### src/rtl/wb_sequencer.sv
// Writeback sequencer: selects ALU vs memory data for the register file, runs the
// memory req/ready handshake with a bounded wait, and counts retired writebacks.
module wb_sequencer #(
  parameter int unsigned RA_W    = 5,
  parameter int unsigned TO_W    = 4,
  parameter int unsigned TIMEOUT = 12,
  parameter int unsigned CNT_W   = 16
) (
  input  logic             clk,
  input  logic             rst_n,
  input  logic             instr_valid,
  input  logic             instr_load,
  input  logic             instr_store,
  input  logic [RA_W-1:0]  instr_rd,
  output logic             instr_ready,
  output logic             mem_req,
  output logic             mem_we,
  input  logic             mem_ready,
  output logic             sel_dat,
  output logic             reg_we,
  output logic [RA_W-1:0]  reg_waddr,
  output logic             err,
  input  logic             err_clr,
  output logic [CNT_W-1:0] wb_count
);

  typedef enum logic [2:0] {
    S_IDLE,
    S_ALU_WB,
    S_MEM_WAIT,
    S_MEM_WB,
    S_ERR
  } state_t;

  localparam logic [TO_W-1:0] TO_LAST = TO_W'(TIMEOUT - 1);

  state_t           state, state_nxt;
  logic [RA_W-1:0]  rd_q;
  logic             store_q;
  logic [TO_W-1:0]  timer;
  logic [CNT_W-1:0] wb_count_q;
  logic             accept;

  assign accept = instr_valid & (state == S_IDLE);

  always_comb begin
    state_nxt = state;
    unique case (state)
      S_IDLE: begin
        if (accept)
          state_nxt = (instr_load | instr_store) ? S_MEM_WAIT : S_ALU_WB;
      end
      S_ALU_WB: state_nxt = S_IDLE;
      S_MEM_WAIT: begin
        // A completion on the final allowed cycle still beats the timeout.
        if (mem_ready)
          state_nxt = store_q ? S_IDLE : S_MEM_WB;
        else if (timer == TO_LAST)
          state_nxt = S_ERR;
      end
      S_MEM_WB: state_nxt = S_IDLE;
      S_ERR: begin
        if (err_clr)
          state_nxt = S_IDLE;
      end
      default: state_nxt = S_IDLE;
    endcase
  end

  always_comb begin
    instr_ready = 1'b0;
    mem_req     = 1'b0;
    mem_we      = 1'b0;
    sel_dat     = 1'b0;
    reg_we      = 1'b0;
    err         = 1'b0;
    unique case (state)
      S_IDLE:     instr_ready = 1'b1;
      S_ALU_WB:   reg_we      = (rd_q != '0);
      S_MEM_WAIT: begin
        mem_req = 1'b1;
        mem_we  = store_q;
      end
      S_MEM_WB: begin
        sel_dat = 1'b1;
        reg_we  = (rd_q != '0);
      end
      S_ERR:      err = 1'b1;
      default:    instr_ready = 1'b0;
    endcase
  end

  assign reg_waddr = rd_q;
  assign wb_count  = wb_count_q;

  always_ff @(posedge clk or negedge rst_n) begin
    if (!rst_n) begin
      state      <= S_IDLE;
      rd_q       <= '0;
      store_q    <= 1'b0;
      timer      <= '0;
      wb_count_q <= '0;
    end else begin
      state <= state_nxt;
      if (accept) begin
        rd_q    <= instr_rd;
        store_q <= instr_store & ~instr_load;
      end
      if (state == S_MEM_WAIT)
        timer <= timer + 1'b1;
      else
        timer <= '0;
      wb_count_q <= wb_count_q + CNT_W'(reg_we);
    end
  end

endmodule
### config.mk
export PLATFORM = sky130hd
export DESIGN_NAME = wb_sequencer
export DESIGN_NICKNAME = d
export VERILOG_FILES = /design/src/rtl/wb_sequencer.sv
export SDC_FILE = /design/constraint.sdc
export NUM_CORES = 1
export LEC_CHECK = 0
export ABC_AREA = 1
export CAP_MARGIN = 20
export CORE_ASPECT_RATIO = 1.4
export CORE_MARGIN = 1
export CORE_UTILIZATION = 25
export CTS_BUF_LIST = sky130_fd_sc_hd__clkbuf_8
export DETAILED_ROUTE_END_ITERATION = 10
export MAX_ROUTING_LAYER = met4
export SKIP_LAST_GASP = 1
export SYNTH_ARGS = -nofsm -noshare
export SYNTH_HDL_FRONTEND = slang
export SYNTH_SLANG_ARGS = --single-unit
### constraint.sdc
create_clock -name clk -period 2.07 [get_ports clk]
set_clock_uncertainty 0.15 [all_clocks]
set_input_delay 0.3105 -clock clk [delete_from_list [all_inputs] [get_ports clk]]
set_output_delay 0.3105 -clock clk [all_outputs]
set_load 0.02 [all_outputs]
# --- After elaboration in Yosys (flattened, before gate mapping) ---
# Index checks and enable logic that the tools add are counted.
classes:
  n_addsub: 2
  n_mul: 0
  div_mod_pow: 0
  n_lt_le_gt_ge: 0
  eq_ne: 8
  shifts: 0
  muxes: 14
  bitwise_logic: 4
  n_reduce_logical: 4
ops:
  columns: ["operator", "count"]
  rows:
  - ["16-bit by 1-bit adder with 16-bit output", 1]
  - ["3-bit two-way mux", 4]
  - ["3-bit case mux with 3 select lines", 1]
  - ["3-bit by 2-bit == test with 1-bit output, second input constant", 2]
  - ["1-bit two-way mux", 6]
  - ["5-bit nonzero test", 1]
  - ["4-bit by 1-bit adder with 4-bit output, second input constant", 1]
  - ["4-bit == test, second input constant", 1]
  - ["2-bit two-way mux", 2]
  - ["4-bit two-way mux", 1]
  - ["2-bit != test, second input constant", 2]
  - ["3-bit by 1-bit == test with 1-bit output, second input constant", 1]
  - ["3-bit == test, second input constant", 1]
  - ["3-bit logical NOT", 1]
  - ["3-bit != test, second input constant", 1]
  - ["3-bit AND reduction", 1]
  - ["1-bit AND", 2]
  - ["2-bit OR reduction", 1]
  - ["1-bit inverter", 1]
  - ["1-bit bitwise OR", 1]
totals:
  reg_bits: 29
  latch_bits: 0
  mem_bits_rw: 0
  romBits: 0
  in_bits: 12
  output_inout_bits: 27
  word_cells: 37
  memories: 0

# --- Longest topological paths before layout ---
logic_depth:
  word_depth: 4
  depth_mapped: 12
  depth_no_buf: 12

# --- Least setup slack after synthesis ---
# Ideal clock, no wire load.
synth_timing:
  path_kind: "reg2reg"
  start: "reg rd_q[3], in the netlist reg_waddr[3]"
  end: "reg wb_count_q[12], in the netlist wb_count[12]"
  setup_ps: 123
  t_arrival_ps: 1706
  required_ps: 1797
  path_slack_ps: 91
  stages_incl_launch_ff: 11
  n_path_buf: 0
  period_less_slack_ps: 1979
  cell_sequence: "dfrtp_1 > nor3_1 > nand2_1 > nand3_1 > inv_1 > ha_1 > ha_1 > nand2_1 > nor2_1 > nand3_1 > xor2_1"
synth_between:
  elab_chain_len: 3
synth_lines:
  columns: ["item", "line_no", "rtl"]
  rows:
  - ["start: declaration", "38", "logic [RA_W-1:0] rd_q;"]
  - ["start signal: assignment", "106", "rd_q <= instr_rd;"]
  - ["5-bit nonzero test", "79, 86", null]
  - ["1-bit two-way mux", null, null]
  - ["via reg_we", "20", "output logic reg_we,"]
  - ["16-bit by 1-bit adder with 16-bit output", "113", "wb_count_q <= wb_count_q + CNT_W'(reg_we);"]
  - ["end signal: assignment", "113", null]
  - ["end: declaration", "41", "logic [CNT_W-1:0] wb_count_q;"]
# The timed path passes the listed nets, and every way through them passes these cells.
# A chain may end at the register's enable or synchronous reset.

# --- Final worst setup path ---
layout_timing:
  start: "reg rd_q[3], in the netlist reg_waddr[3]"
  end: "reg wb_count_q[12], in the netlist wb_count[12]"
layout_between:
  elab_chain_len: 3
layout_lines:
  columns: ["item", "line_no"]
  rows:
  - ["5-bit nonzero test", "79, 86"]
  - ["1-bit two-way mux", null]
  - ["16-bit by 1-bit adder with 16-bit output", "113"]
# Every way passes these cells.

==> impl_metrics.env <==
export IMPL_rows=32
export IMPL_area_growth_pct=40.58
export IMPL_hold_path_class="in -> async"
export IMPL_portBuffers=38
export IMPL_die_area_um2=6047
export IMPL_final_common_cell="nand2_1"
export IMPL_final_cell_mix="49 x nand2_1, 32 x clkdlybuf4s50_1, 29 x dfrtp_1"
export IMPL_ios=39
export IMPL_finalSetupTns_ns=0
export IMPL_final_min_clock_period_ns=1.946
export IMPL_path_class="reg -> reg"
export IMPL_finalHoldViolCount=0
export IMPL_relSlewSlack=0.7518
export IMPL_seq_area_frac_synth=0.5061
export IMPL_antenna_found_initial=0
export IMPL_syn_area_um2=1434
export IMPL_avgRoutedWirePerCell_um=10.38
export IMPL_cp_max_fo=3
export IMPL_grt_pass1_wl_um=5057
export IMPL_die_h_um=91.61
export IMPL_synth_compound_area_frac=0.01047
export IMPL_clock_tree_buffer_depth=2
export IMPL_regArea_um2=725.7
export IMPL_grt_pass1_vias=1182
export IMPL_path_clk_slew_ns=0.06
export IMPL_drtAntennaViolNets=0
export IMPL_drive_above_1_share=0.08597
export IMPL_ys_ff_latch=29
export IMPL_start_util=0.2595
export IMPL_wl_um=3000
export IMPL_timing_fmax_ghz=0.5140
export IMPL_core_area_um2=5525
export IMPL_yosys_mux_area_fraction=0
export IMPL_worst_slew_pin_slew_ns=0.3723
export IMPL_post_route_period_util=0.9400
export IMPL_netlist_instances=173
export IMPL_drt_iter0_markers=48
export IMPL_cts_buffers_inserted=5
export IMPL_synth_fp_nets=188
export IMPL_synth_xor_area_frac=0.07330
export IMPL_vias_per_cell=4.204
export IMPL_arrival_ns=2.00
export IMPL_cp_end_kind="flip-flop"
export IMPL_grt_usage=0.1161
export IMPL_ir_drop_mv=0.6409
export IMPL_antenna_cells=0
export IMPL_gp_congestion=0.7859
export IMPL_dp_hpwl_um=2273
export IMPL_vias=1215
export IMPL_drt_first_pass_iters=4
export IMPL_cts_sink_count=29
export IMPL_startpoint_type="flip-flop"
export IMPL_die_width_um=66.01
export IMPL_grt_max_degree=30
export IMPL_postCtsSetupBuffers=0
export IMPL_cts_htree_levels=2
export IMPL_setup_viol=0
export IMPL_fillCellCount=594
export IMPL_multi_input_area_um2=618.1
export IMPL_maxSlewViolCount=0
export IMPL_syn_area_per_cell_um2=8.288
export IMPL_drc_errors=0
export IMPL_leakagePower_nw=0.9715
export IMPL_cts_tree="done"
export IMPL_outcome="complete, no violations"
export IMPL_final_util=0.3648
export IMPL_drv_cap=0
export IMPL_cp_required_ns=2.13
export IMPL_yosys_warnings=0
export IMPL_powerDensity_nw_per_um2=1193
export IMPL_worstSkewPairLatency_ns=0.28
export IMPL_rsz0062_at_grt="yes"
export IMPL_cts_root_buf="clkbuf_8"
export IMPL_synth_simple_gate_area_frac=0.3159
export IMPL_finalNetCount=235
export IMPL_synth_top_family_by_area="simple AND/OR/NAND/NOR gates"
export IMPL_grt_ovfl_total=0
export IMPL_synthDistinctLibCells=19
export IMPL_synth_fa_ha_area_frac=0.02618
## path summary, 6_finish.rpt
kind                         startpoint            to  slack (ns)  depth (start not counted)
min in group clk               timer[0]      timer[0]        0.32                          1
max in group asynchronous         rst_n      timer[0]        1.23                          2
hold reg to reg                timer[0]      timer[0]        0.32                          1
setup reg to reg           reg_waddr[3]  wb_count[12]        0.12                         10
hold / removal                    rst_n   wb_count[7]        0.27                          2
setup / recovery           reg_waddr[3]  wb_count[12]        0.12                         10
## flip-flops by register name, summed over array words and instances, names as in the netlist
name,count
reg_waddr,5
state,3
store_q,1
timer,4
wb_count,16
## power by group
group	internal [W]	switching [W]	total, W
sequential	0.000717	0.000150	0.000867
combinational	0.000427	0.000598	0.00103
clock	0.000300	0.000212	0.000512
## cell type report
type / count / share of cell area
Inverter: 26 / 0.04842
Clock inverter: 1 / 0.002483
Tap cell: 68 / 0.04221
Sequential cell: 29 / 0.3600
Clock buffer: 7 / 0.04780
Timing Repair Buffer: 40 / 0.1924
Multi-Input combinational cell: 118 / 0.3066
## worst max-delay path, stage by stage (launching register included)
cell	delay (ns)
dfrtp_1	0.40
nor3_1	0.19
nand2_1	0.09
nand3_1	0.07
inv_1	0.06
ha_1	0.22
ha_1	0.21
nand2_1	0.16
nor2_2	0.08
nand3_1	0.09
xor2_1	0.15
## per-stage QoR
| step | cell area, um^2 | hold slack (ns) | power, W | setup slack, ns | instances |
|---|---|---|---|---|---|
| 6_report | 2016 | 0.2688 | 0.002405 | 0.1243 | 289 |
| 4_1_cts | 2008 | 0.2814 | 0.002441 | 0.1211 | 289 |
| 3_5_place_dp | 1914 | 0.3118 | 0.001958 | 0.1230 | 281 |
| 3_3_place_gp | 1914 | 0.2988 | 0.001947 | 0.1283 | 281 |
| 2_1_floorplan | 1434 | -0.1351 | 0.001489 | 0.09086 | 173 |
| 5_1_grt | 2016 | 0.3005 | 0.002580 | -0.02986 | 289 |
## per-layer routing
layer | vias to the layer above | part of all wire | GRT usage
met5 | - | 0 | -
met4 | 0 | 0.017 | 0.05319
met3 | 5 | 0.062 | 0.04229
met2 | 40 | 0.51 | 0.1879
met1 | 544 | 0.41 | 0.1243
li1 | 626 | - | -
## cell usage after synthesis, drive strengths merged
master | count | area, um^2
nand2 | 50 | 195.2
dfrtp | 29 | 725.7
inv | 26 | 97.59
nor2 | 26 | 128.9
nand3 | 18 | 95.09
xor2 | 8 | 70.07
xnor2 | 4 | 35.03
ha | 3 | 37.54
nor3 | 3 | 15.01
o21ai | 3 | 15.01
nand4 | 2 | 12.51
and2 | 1 | 6.260
## repair_timing
item | in CTS | in global routing
gates cloned | 0 | 0
setup endpoints to repair | 6 | 2
gates resized for setup | 6 | 2
hold buffers | 0 | 0
## cells by family after synthesis
family / count (synthesis)
flip-flops: 29
XOR/XNOR: 12
AND/OR/NAND/NOR: 100
adder cells (fa/ha/maj): 3
AO/OA/AOI/OAI: 3
buffers and inverters: 26
Note: power is estimated with default switching activity, not from simulation.
